--- src/rtl/verlet_pkg.sv ---
// Shared definitions for the Verlet phase sequencer: phase encoding,
// constraint-region base default and per-core slice helpers.
package verlet_pkg;

   typedef enum logic [2:0] {
      S_IDLE   = 3'd0,
      S_VERLET = 3'd1,
      S_VDRAIN = 3'd2,
      S_FIX    = 3'd3,
      S_FDRAIN = 3'd4,
      S_DONE   = 3'd5
   } phase_t;

   localparam logic [7:0] CNST_BASE_DEF = 8'h80;

   // First point owned by a core.
   function automatic int unsigned slice_base(input int unsigned core, input int unsigned ppc);
      return core * ppc;
   endfunction

   // Points owned by a core; the last core also takes the remainder.
   function automatic int unsigned slice_cnt(input int unsigned base, input logic last,
                                             input int unsigned n_points, input int unsigned ppc);
      return last ? (n_points - base) : ppc;
   endfunction

   // Constraints per pass; the final point of the rope has no right neighbour.
   function automatic int unsigned slice_ncs(input int unsigned cnt, input logic last);
      return last ? (cnt - 1) : cnt;
   endfunction

endpackage

--- src/rtl/verlet_phase_sequencer_if.sv ---
// Scheduler / RAM-side signal bundle of the Verlet phase sequencer.
// CYCLE_PROFILE_EN adds the verlet_cycles / fix_cycles profile outputs.
interface verlet_phase_sequencer_if #(
   parameter int unsigned CORE_ID_W = 2,
   parameter int unsigned ADDR_W    = 8,
   parameter int unsigned STEP_W    = 8
);
   logic                 start;
   logic [CORE_ID_W-1:0] core_id;
   logic                 is_last_core;
   logic [STEP_W-1:0]    n_steps;
   logic                 stall;
   logic                 verlet_en;
   logic                 fix_cnst_en;
   logic                 ram_rd_valid;
   logic [ADDR_W-1:0]    ram_rd_addr;
   logic                 ram_wr_en;
   logic [ADDR_W-1:0]    ram_wr_addr;
   logic [STEP_W-1:0]    step_cnt;
   logic                 busy;
   logic                 done;
`ifdef CYCLE_PROFILE_EN
   logic [31:0]          verlet_cycles;
   logic [31:0]          fix_cycles;

   modport master (
      output start, core_id, is_last_core, n_steps, stall,
      input  verlet_en, fix_cnst_en, ram_rd_valid, ram_rd_addr, ram_wr_en, ram_wr_addr,
             step_cnt, busy, done, verlet_cycles, fix_cycles
   );
   modport slave (
      input  start, core_id, is_last_core, n_steps, stall,
      output verlet_en, fix_cnst_en, ram_rd_valid, ram_rd_addr, ram_wr_en, ram_wr_addr,
             step_cnt, busy, done, verlet_cycles, fix_cycles
   );
`else
   modport master (
      output start, core_id, is_last_core, n_steps, stall,
      input  verlet_en, fix_cnst_en, ram_rd_valid, ram_rd_addr, ram_wr_en, ram_wr_addr,
             step_cnt, busy, done
   );
   modport slave (
      input  start, core_id, is_last_core, n_steps, stall,
      output verlet_en, fix_cnst_en, ram_rd_valid, ram_rd_addr, ram_wr_en, ram_wr_addr,
             step_cnt, busy, done
   );
`endif
endinterface

--- src/rtl/sim_pipe_delay.sv ---
// Fixed-latency shift register standing in for the core datapath pipeline.
module sim_pipe_delay #(
   parameter int unsigned DATA_W = 9,
   parameter int unsigned LAT    = 3
) (
   input  logic              clk,
   input  logic              rst_n,
   input  logic [DATA_W-1:0] din,
   output logic [DATA_W-1:0] dout
);

   logic [LAT-1:0][DATA_W-1:0] sr;

   // Shift one stage per cycle; never frozen by RAM stalls.
   always_ff @(posedge clk or negedge rst_n) begin
      if (!rst_n) begin
         sr <= '0;
      end else begin
         sr[0] <= din;
         for (int i = 1; i < int'(LAT); i++) begin
            sr[i] <= sr[i-1];
         end
      end
   end

   assign dout = sr[LAT-1];

endmodule

--- src/rtl/verlet_phase_sequencer.sv ---
// Per-core sequencer for the Verlet cloth/rope solver: streams integrate-phase
// and constraint-fix read addresses over this core's slice, n_steps times, and
// issues write-backs through a fixed-latency datapath model.
// CYCLE_PROFILE_EN adds saturating per-phase cycle counters.
module verlet_phase_sequencer
   import verlet_pkg::*;
#(
   parameter int unsigned       N_POINTS   = 16,
   parameter int unsigned       N_CORES    = 4,
   parameter int unsigned       CORE_ID_W  = 2,
   parameter int unsigned       ADDR_W     = 8,
   parameter int unsigned       PIPE_LAT   = 3,
   parameter int unsigned       CNST_ITERS = 2,
   parameter int unsigned       STEP_W     = 8,
   parameter logic [ADDR_W-1:0] CNST_BASE  = ADDR_W'(CNST_BASE_DEF)
) (
   input logic                     clk,
   input logic                     reset,
   verlet_phase_sequencer_if.slave bus
);

   localparam int unsigned PPC    = N_POINTS / N_CORES;
   localparam int unsigned CNT_W  = $clog2(N_POINTS + 1);
   localparam int unsigned PASS_W = (CNST_ITERS > 1) ? $clog2(CNST_ITERS) : 1;
   localparam int unsigned DRN_W  = (PIPE_LAT > 1) ? $clog2(PIPE_LAT) : 1;
   localparam logic [DRN_W-1:0]  DRAIN_LAST = DRN_W'(PIPE_LAT - 1);
   localparam logic [PASS_W-1:0] PASS_LAST  = PASS_W'(CNST_ITERS - 1);

   phase_t             state;
   logic [ADDR_W-1:0]  base_r;
   logic [CNT_W-1:0]   cnt_r;
   logic [CNT_W-1:0]   ncs_r;
   logic [CNT_W-1:0]   issued;
   logic [PASS_W-1:0]  pass_cnt;
   logic [DRN_W-1:0]   drain_cnt;
   logic [STEP_W-1:0]  n_steps_r;
   logic [STEP_W-1:0]  step_cnt_r;
   logic               verlet_en_r;
   logic               fix_en_r;
   logic               rd_valid_r;
   logic [ADDR_W-1:0]  rd_addr_r;
   logic               busy_r;
   logic               done_r;
   logic [ADDR_W:0]    wb_q;

   int unsigned        base_i;
   int unsigned        cnt_i;
   int unsigned        ncs_i;
   logic [ADDR_W-1:0]  base_c;
   logic [CNT_W-1:0]   cnt_c;
   logic [CNT_W-1:0]   ncs_c;
   logic [ADDR_W-1:0]  cnst_base_c;
   logic [ADDR_W-1:0]  v_addr_c;
   logic [ADDR_W-1:0]  f_addr_c;
   logic               go_c;
   logic               fix_go_c;
   logic               pass_end_c;
   logic               last_step_c;

   // Slice of the point array owned by this core, from the start-time inputs.
   always_comb begin
      base_i = slice_base(32'(bus.core_id), PPC);
      cnt_i  = slice_cnt(base_i, bus.is_last_core, N_POINTS, PPC);
      ncs_i  = slice_ncs(cnt_i, bus.is_last_core);
      base_c = ADDR_W'(base_i);
      cnt_c  = CNT_W'(cnt_i);
      ncs_c  = CNT_W'(ncs_i);
   end

   // Next issue addresses and phase-boundary conditions.
   always_comb begin
      cnst_base_c = CNST_BASE + base_r;
      v_addr_c    = base_r + ADDR_W'(issued);
      f_addr_c    = cnst_base_c + ADDR_W'(issued);
      go_c        = !bus.stall;
      fix_go_c    = !bus.stall && (ncs_r != '0);
      pass_end_c  = ((state == S_FDRAIN) && (drain_cnt == DRAIN_LAST)) ||
                    ((state == S_FIX) && (ncs_r == '0));
      last_step_c = (step_cnt_r + STEP_W'(1)) == n_steps_r;
   end

   // Phase FSM with registered outputs; each phase entry issues its first address on the same edge.
   always_ff @(posedge clk or negedge reset) begin
      if (!reset) begin
         state       <= S_IDLE;
         base_r      <= '0;
         cnt_r       <= '0;
         ncs_r       <= '0;
         issued      <= '0;
         pass_cnt    <= '0;
         drain_cnt   <= '0;
         n_steps_r   <= '0;
         step_cnt_r  <= '0;
         verlet_en_r <= 1'b0;
         fix_en_r    <= 1'b0;
         rd_valid_r  <= 1'b0;
         rd_addr_r   <= '0;
         busy_r      <= 1'b0;
         done_r      <= 1'b0;
      end else begin
         done_r <= 1'b0;
         if (pass_end_c) begin
            if (pass_cnt == PASS_LAST) begin
               pass_cnt   <= '0;
               step_cnt_r <= step_cnt_r + STEP_W'(1);
               fix_en_r   <= 1'b0;
               if (last_step_c) begin
                  state <= S_DONE;
               end else begin
                  state       <= S_VERLET;
                  verlet_en_r <= 1'b1;
                  rd_valid_r  <= go_c;
                  rd_addr_r   <= base_r;
                  issued      <= CNT_W'(go_c);
               end
            end else begin
               pass_cnt   <= pass_cnt + PASS_W'(1);
               state      <= S_FIX;
               rd_valid_r <= fix_go_c;
               rd_addr_r  <= cnst_base_c;
               issued     <= CNT_W'(fix_go_c);
            end
         end else begin
            case (state)
               S_IDLE: begin
                  busy_r <= bus.start;
                  if (bus.start) begin
                     base_r     <= base_c;
                     cnt_r      <= cnt_c;
                     ncs_r      <= ncs_c;
                     n_steps_r  <= bus.n_steps;
                     step_cnt_r <= '0;
                     pass_cnt   <= '0;
                     if (bus.n_steps == '0) begin
                        state <= S_DONE;
                     end else begin
                        state       <= S_VERLET;
                        verlet_en_r <= 1'b1;
                        rd_valid_r  <= go_c;
                        rd_addr_r   <= base_c;
                        issued      <= CNT_W'(go_c);
                     end
                  end
               end
               S_VERLET: begin
                  if (issued == cnt_r) begin
                     state      <= S_VDRAIN;
                     rd_valid_r <= 1'b0;
                     drain_cnt  <= '0;
                  end else if (bus.stall) begin
                     rd_valid_r <= 1'b0;
                  end else begin
                     rd_valid_r <= 1'b1;
                     rd_addr_r  <= v_addr_c;
                     issued     <= issued + CNT_W'(1);
                  end
               end
               S_VDRAIN: begin
                  if (drain_cnt == DRAIN_LAST) begin
                     state       <= S_FIX;
                     verlet_en_r <= 1'b0;
                     fix_en_r    <= 1'b1;
                     pass_cnt    <= '0;
                     rd_valid_r  <= fix_go_c;
                     rd_addr_r   <= cnst_base_c;
                     issued      <= CNT_W'(fix_go_c);
                  end else begin
                     drain_cnt <= drain_cnt + DRN_W'(1);
                  end
               end
               S_FIX: begin
                  if (issued == ncs_r) begin
                     state      <= S_FDRAIN;
                     rd_valid_r <= 1'b0;
                     drain_cnt  <= '0;
                  end else if (bus.stall) begin
                     rd_valid_r <= 1'b0;
                  end else begin
                     rd_valid_r <= 1'b1;
                     rd_addr_r  <= f_addr_c;
                     issued     <= issued + CNT_W'(1);
                  end
               end
               S_FDRAIN: begin
                  drain_cnt <= drain_cnt + DRN_W'(1);
               end
               S_DONE: begin
                  done_r <= 1'b1;
                  busy_r <= 1'b1;
                  state  <= S_IDLE;
               end
               default: begin
                  state <= S_IDLE;
               end
            endcase
         end
      end
   end

   // Write-back path: read strobe and address delayed by the datapath latency.
   sim_pipe_delay #(
      .DATA_W (ADDR_W + 1),
      .LAT    (PIPE_LAT)
   ) u_wb_delay (
      .clk   (clk),
      .rst_n (reset),
      .din   ({rd_valid_r, rd_addr_r}),
      .dout  (wb_q)
   );

   assign bus.verlet_en    = verlet_en_r;
   assign bus.fix_cnst_en  = fix_en_r;
   assign bus.ram_rd_valid = rd_valid_r;
   assign bus.ram_rd_addr  = rd_addr_r;
   assign bus.ram_wr_en    = wb_q[ADDR_W];
   assign bus.ram_wr_addr  = wb_q[ADDR_W-1:0];
   assign bus.step_cnt     = step_cnt_r;
   assign bus.busy         = busy_r;
   assign bus.done         = done_r;

`ifdef CYCLE_PROFILE_EN
   logic [31:0] verlet_cyc_r;
   logic [31:0] fix_cyc_r;

   // Saturating per-phase cycle counters, cleared by an accepted start.
   always_ff @(posedge clk or negedge reset) begin
      if (!reset) begin
         verlet_cyc_r <= '0;
         fix_cyc_r    <= '0;
      end else if ((state == S_IDLE) && bus.start) begin
         verlet_cyc_r <= '0;
         fix_cyc_r    <= '0;
      end else begin
         if (verlet_en_r && (verlet_cyc_r != '1)) verlet_cyc_r <= verlet_cyc_r + 32'd1;
         if (fix_en_r && (fix_cyc_r != '1))       fix_cyc_r    <= fix_cyc_r + 32'd1;
      end
   end

   assign bus.verlet_cycles = verlet_cyc_r;
   assign bus.fix_cycles    = fix_cyc_r;
`endif

endmodule
--- src/flat_wrapper.sv ---
// flat-port wrapper written by rule: the top's interface ports become plain ports
module verlet_phase_sequencer_flat import verlet_pkg::*;
#(
   parameter int unsigned       N_POINTS   = 16,
   parameter int unsigned       N_CORES    = 4,
   parameter int unsigned       CORE_ID_W  = 2,
   parameter int unsigned       ADDR_W     = 8,
   parameter int unsigned       PIPE_LAT   = 3,
   parameter int unsigned       CNST_ITERS = 2,
   parameter int unsigned       STEP_W     = 8,
   parameter logic [ADDR_W-1:0] CNST_BASE  = ADDR_W'(CNST_BASE_DEF)
)
  (clk, reset, bus_start, bus_core_id, bus_is_last_core, bus_n_steps, bus_stall, bus_verlet_en, bus_fix_cnst_en, bus_ram_rd_valid, bus_ram_rd_addr, bus_ram_wr_en, bus_ram_wr_addr, bus_step_cnt, bus_busy, bus_done);
  verlet_phase_sequencer_if #(.CORE_ID_W(CORE_ID_W), .ADDR_W(ADDR_W), .STEP_W(STEP_W)) bus_i ();
  input logic clk;
  input logic reset;
  input wire logic [$bits(bus_i.start)-1:0] bus_start;
  input wire logic [$bits(bus_i.core_id)-1:0] bus_core_id;
  input wire logic [$bits(bus_i.is_last_core)-1:0] bus_is_last_core;
  input wire logic [$bits(bus_i.n_steps)-1:0] bus_n_steps;
  input wire logic [$bits(bus_i.stall)-1:0] bus_stall;
  output wire logic [$bits(bus_i.verlet_en)-1:0] bus_verlet_en;
  output wire logic [$bits(bus_i.fix_cnst_en)-1:0] bus_fix_cnst_en;
  output wire logic [$bits(bus_i.ram_rd_valid)-1:0] bus_ram_rd_valid;
  output wire logic [$bits(bus_i.ram_rd_addr)-1:0] bus_ram_rd_addr;
  output wire logic [$bits(bus_i.ram_wr_en)-1:0] bus_ram_wr_en;
  output wire logic [$bits(bus_i.ram_wr_addr)-1:0] bus_ram_wr_addr;
  output wire logic [$bits(bus_i.step_cnt)-1:0] bus_step_cnt;
  output wire logic [$bits(bus_i.busy)-1:0] bus_busy;
  output wire logic [$bits(bus_i.done)-1:0] bus_done;
  assign bus_i.start = bus_start;
  assign bus_i.core_id = bus_core_id;
  assign bus_i.is_last_core = bus_is_last_core;
  assign bus_i.n_steps = bus_n_steps;
  assign bus_i.stall = bus_stall;
  assign bus_verlet_en = bus_i.verlet_en;
  assign bus_fix_cnst_en = bus_i.fix_cnst_en;
  assign bus_ram_rd_valid = bus_i.ram_rd_valid;
  assign bus_ram_rd_addr = bus_i.ram_rd_addr;
  assign bus_ram_wr_en = bus_i.ram_wr_en;
  assign bus_ram_wr_addr = bus_i.ram_wr_addr;
  assign bus_step_cnt = bus_i.step_cnt;
  assign bus_busy = bus_i.busy;
  assign bus_done = bus_i.done;
  verlet_phase_sequencer #(.N_POINTS(N_POINTS), .N_CORES(N_CORES), .CORE_ID_W(CORE_ID_W), .ADDR_W(ADDR_W), .PIPE_LAT(PIPE_LAT), .CNST_ITERS(CNST_ITERS), .STEP_W(STEP_W), .CNST_BASE(CNST_BASE)) u_core (.clk(clk), .reset(reset), .bus(bus_i));
endmodule
--- config.mk ---
export PLATFORM = sky130hd
export DESIGN_NAME = verlet_phase_sequencer_flat
export DESIGN_NICKNAME = d
export VERILOG_FILES = /design/src/rtl/verlet_pkg.sv /design/src/rtl/verlet_phase_sequencer_if.sv /design/src/rtl/sim_pipe_delay.sv /design/src/rtl/verlet_phase_sequencer.sv /design/src/flat_wrapper.sv
export SDC_FILE = /design/constraint.sdc
export NUM_CORES = 1
export LEC_CHECK = 0
export ABC_AREA = 0
export CAP_MARGIN = 0
export CORE_ASPECT_RATIO = 0.8
export CORE_MARGIN = 2
export CORE_UTILIZATION = 46
export DETAILED_ROUTE_END_ITERATION = 12
export HOLD_SLACK_MARGIN = 0.02
export PLACE_DENSITY = 0.68
export SYNTH_ARGS = -nofsm -noshare
export SYNTH_HDL_FRONTEND = slang
export SYNTH_SLANG_ARGS = --single-unit
--- constraint.sdc ---
create_clock -name clk -period 3 [get_ports clk]
set_input_delay 0.6 -clock clk [delete_from_list [all_inputs] [get_ports clk]]
set_output_delay 0.6 -clock clk [all_outputs]
set_load 0.005 [all_outputs]
==> qor.yml <==
status:
  status: "completed"
timing:
  hold_violations: 0
  tightestPinTransition_ps: 771.2
  slew_viol_final: 0
  slew_headroom: 0.4859
  min_period_ps: 2670
  fmax_ghz: 0.3745
  post-route-period-util: 0.8901
  rsz0062_at_grt: "false"
  clock_skew_ps: 8.337
  setup_viol: 0
  tns_ps: 0
synth:
  synthDistinctLibCells: 60
  synth_cells: 347
  synthesis.area_mm2: 0.003520
  yosysSeqAreaShare: 0.5119
  yosys_warnings: 0
  async_flop_share: 1.000
  ys.flop_type: "dfrtp_1"
  ys_ff_latch: 72
  synth_area_per_cell_um2: 10.14
  synth_edf_count: 0
critical_path:
  path_max_fanout: 12
  crit_type: "reg -> reg"
  crit_path_top_delay_cell: "a211oi_4"
  rrSetupSlack_ps: 330
  startpoint_type: "flop"
  endpoint_kind: "flop"
  critPathRequiredTime_ps: 3250
  critPathMaxStageDelay_ps: 610
  cp_cell_sequence: "ha_1, or2b_1, a21o_2, a31oi_1, nor4_4, a211oi_4, mux2_2"
  arrival_ps: 2920
routing:
  routed_wl_mm: 7.235
  drt-vias-per-instance: 5.250
  vias: 2604
  drtIter0Drc: 227
  dr.pass1.iters: 4
  routedWlPerCell_um: 14.59
  ant_nets: 0
  drc: 0
pwr:
  p_per_area_mw_per_mm2: 921.0
  power_uw: 3873
  leakage_uw: 0.001918
  peakVddDrop_mv: 0.4487
place:
  gp_congestion: 0.9025
  dpl_cell_area_mm2: 0.004013
  hpwl_mm: 5.262
  port_buffers: 42
global_routing:
  grt_max_degree: 42
  grt_pass1_vias: 2438
  grtUsageMet1: 0.2930
  grt_use_total: 0.1952
  met3_usage: 0.05051
  grt_use_met2: 0.2763
  grt_pass1_wl_mm: 12.32
  overflow: 0
  busiest_layer: "met1"
  antenna_found_initial: 0
clock_tree:
  cts_max_path_buffers: 2
  cts_root_buf: "clkbuf_8"
  htreeDepth: 3
  postCtsHoldBufs: 0
  clkLatencyLatePin_ps: 360
  numClockSinks: 72
  cts_tree: "yes"
  cts.repair.resized: 0
  postCtsSetupRepairBufs: 0
  cts_made_buffers: 9
  path_clk_slew_ps: 80
cells_and_area:
  area_delta_synth_final_pct: 19.48
  nFillCells: 659
  finalCoreUtilization: 0.5689
  n_antenna_cell: 0
  fin_area_mm2: 0.004205
  fin_nets: 410
  drive_above_1_share: 0.1279
die:
  core_mm2: 0.007392
  die_h_um: 82.24
  io_pins: 45
  dieArea_mm2: 0.008371
  die_w_um: 101.8
  rows: 28
  start_util: 0.4761
run:
  cap_violations: 0
worst_hold_path:
  hold_class: "in -> async"
[worst paths after layout]
check	from	endpoint	cells after the start
worst min register to register	u_core.u_wb_delay.sr[17]$_DFF_PN0_	u_core.u_wb_delay.dout[8]$_DFF_PN0_	0
worst max-delay path	u_core.bus.step_cnt[1]$_DFFE_PN0P_	u_core.bus.ram_rd_addr[2]$_DFFE_PN0P_	7
worst max register to register	u_core.bus.step_cnt[1]$_DFFE_PN0P_	u_core.bus.ram_rd_addr[2]$_DFFE_PN0P_	7
worst min-delay path	reset	u_core.n_steps_r[1]$_DFFE_PN0P_	1
max in group asynchronous	reset	u_core.issued[0]$_DFFE_PN0P_	2
min in group clk	u_core.u_wb_delay.sr[17]$_DFF_PN0_	u_core.u_wb_delay.dout[8]$_DFF_PN0_	0
[cells in the final DEF, fill, tap and decap left out, drive strengths merged, types with 9 or more instances in the layout]
cell type	n
a21oi	11
buf	14
clkbuf	9
clkdlybuf4s50	41
dfrtp	72
inv	13
nand2	56
nand3	12
nor2	16
o21ai	27
[final cells by class]
type                       count  area [µm²]  area share
clock buffer                   9       123.9     0.02946
clock inverter                 7       61.31     0.01458
inverter                       9       33.78    0.008033
multi-input combinational    239        1528      0.3633
sequential                    72        1802      0.4284
tap                          105       131.4     0.03124
timing repair buffer          55       525.5      0.1250
[registers in the layout, summed over array words and instances, names as in the netlist]
signal,flops
u_core.base_r,2
u_core.bus.busy,1
u_core.bus.done,1
u_core.bus.fix_cnst_en,1
u_core.bus.ram_rd_addr,7
u_core.bus.ram_rd_valid,1
u_core.bus.step_cnt,8
u_core.bus.verlet_en,1
u_core.cnt_r,3
u_core.drain_cnt,2
u_core.issued,5
u_core.n_steps_r,8
u_core.ncs_r,4
u_core.pass_cnt,1
u_core.state,3
u_core.u_wb_delay.dout,8
u_core.u_wb_delay.sr,16
[power by group]
part,internal (µW),leakage [µW],switching [µW]
clock network,315,0.0000888,399
registers,1310,0.000932,294
logic,753,0.000898,806
total,2370,0.00192,1500
[through the flow]
step	hold WS, ps	instances	setup WS (ps)
3_3_place_gp	331.4	480	133.0
4_1_cts	333.2	496	19.94
3_5_place_dp	334.7	480	22.43
5_1_grt	349.6	496	149.0
2_1_floorplan	304.4	348	668.4
6_report	316.1	496	329.6
[synthesized netlist by cell type (3+ instances only)]
cell type / instances / share of area
mux2_2: 4 / 0.013
a31oi_1: 7 / 0.012
nand2_1: 55 / 0.059
clkbuf_1: 7 / 0.0075
mux2_4: 3 / 0.013
ha_1: 8 / 0.028
or3_1: 4 / 0.0071
nor2b_1: 3 / 0.0053
nand3_1: 12 / 0.017
inv_1: 9 / 0.0096
a21oi_1: 11 / 0.016
o31ai_1: 3 / 0.0064
nor4_1: 4 / 0.0071
xor2_1: 8 / 0.020
xnor2_1: 8 / 0.020
buf_4: 10 / 0.021
o21ai_0: 27 / 0.038
nor2_1: 16 / 0.017
nand4_1: 3 / 0.0053
buf_2: 7 / 0.010
nor3_1: 8 / 0.011
dfrtp_1: 72 / 0.51
and3_1: 4 / 0.0071
mux2i_1: 7 / 0.020
o41ai_1: 3 / 0.0075
[layer usage]
metal | wire (µm) | vias up
met1 | 3665 | 1247
met2 | 3081 | 67
li1 | - | 1284
met3 | 401 | 6
met4 | 85 | 0
met5 | 0 | -
[kinds of logic (layout without fill, tap and decap cells)]
logic type / after synthesis / after routing / share of synthesized area
buf+inv: 37 / 80 / 0.05723
mux: 14 / 14 / 0.04550
simple gates: 126 / 126 / 0.1810
other cells: 1 / 2 / 0.001065
xor+xnor: 16 / 16 / 0.03982
flops: 72 / 72 / 0.5119
compound gates: 72 / 72 / 0.1294
fa+ha+maj: 9 / 9 / 0.03413
[worst max-delay path: cells and delay by family (launching register included)]
kind                       cells  cell delay, ps
and+or+nand+nor                2             390
muxes                          1             410
DFF                            1             410
AOI/OAI and AO/OA              3            1100
adders and majority gates      1             260
Power figures use the tool's default switching activity.
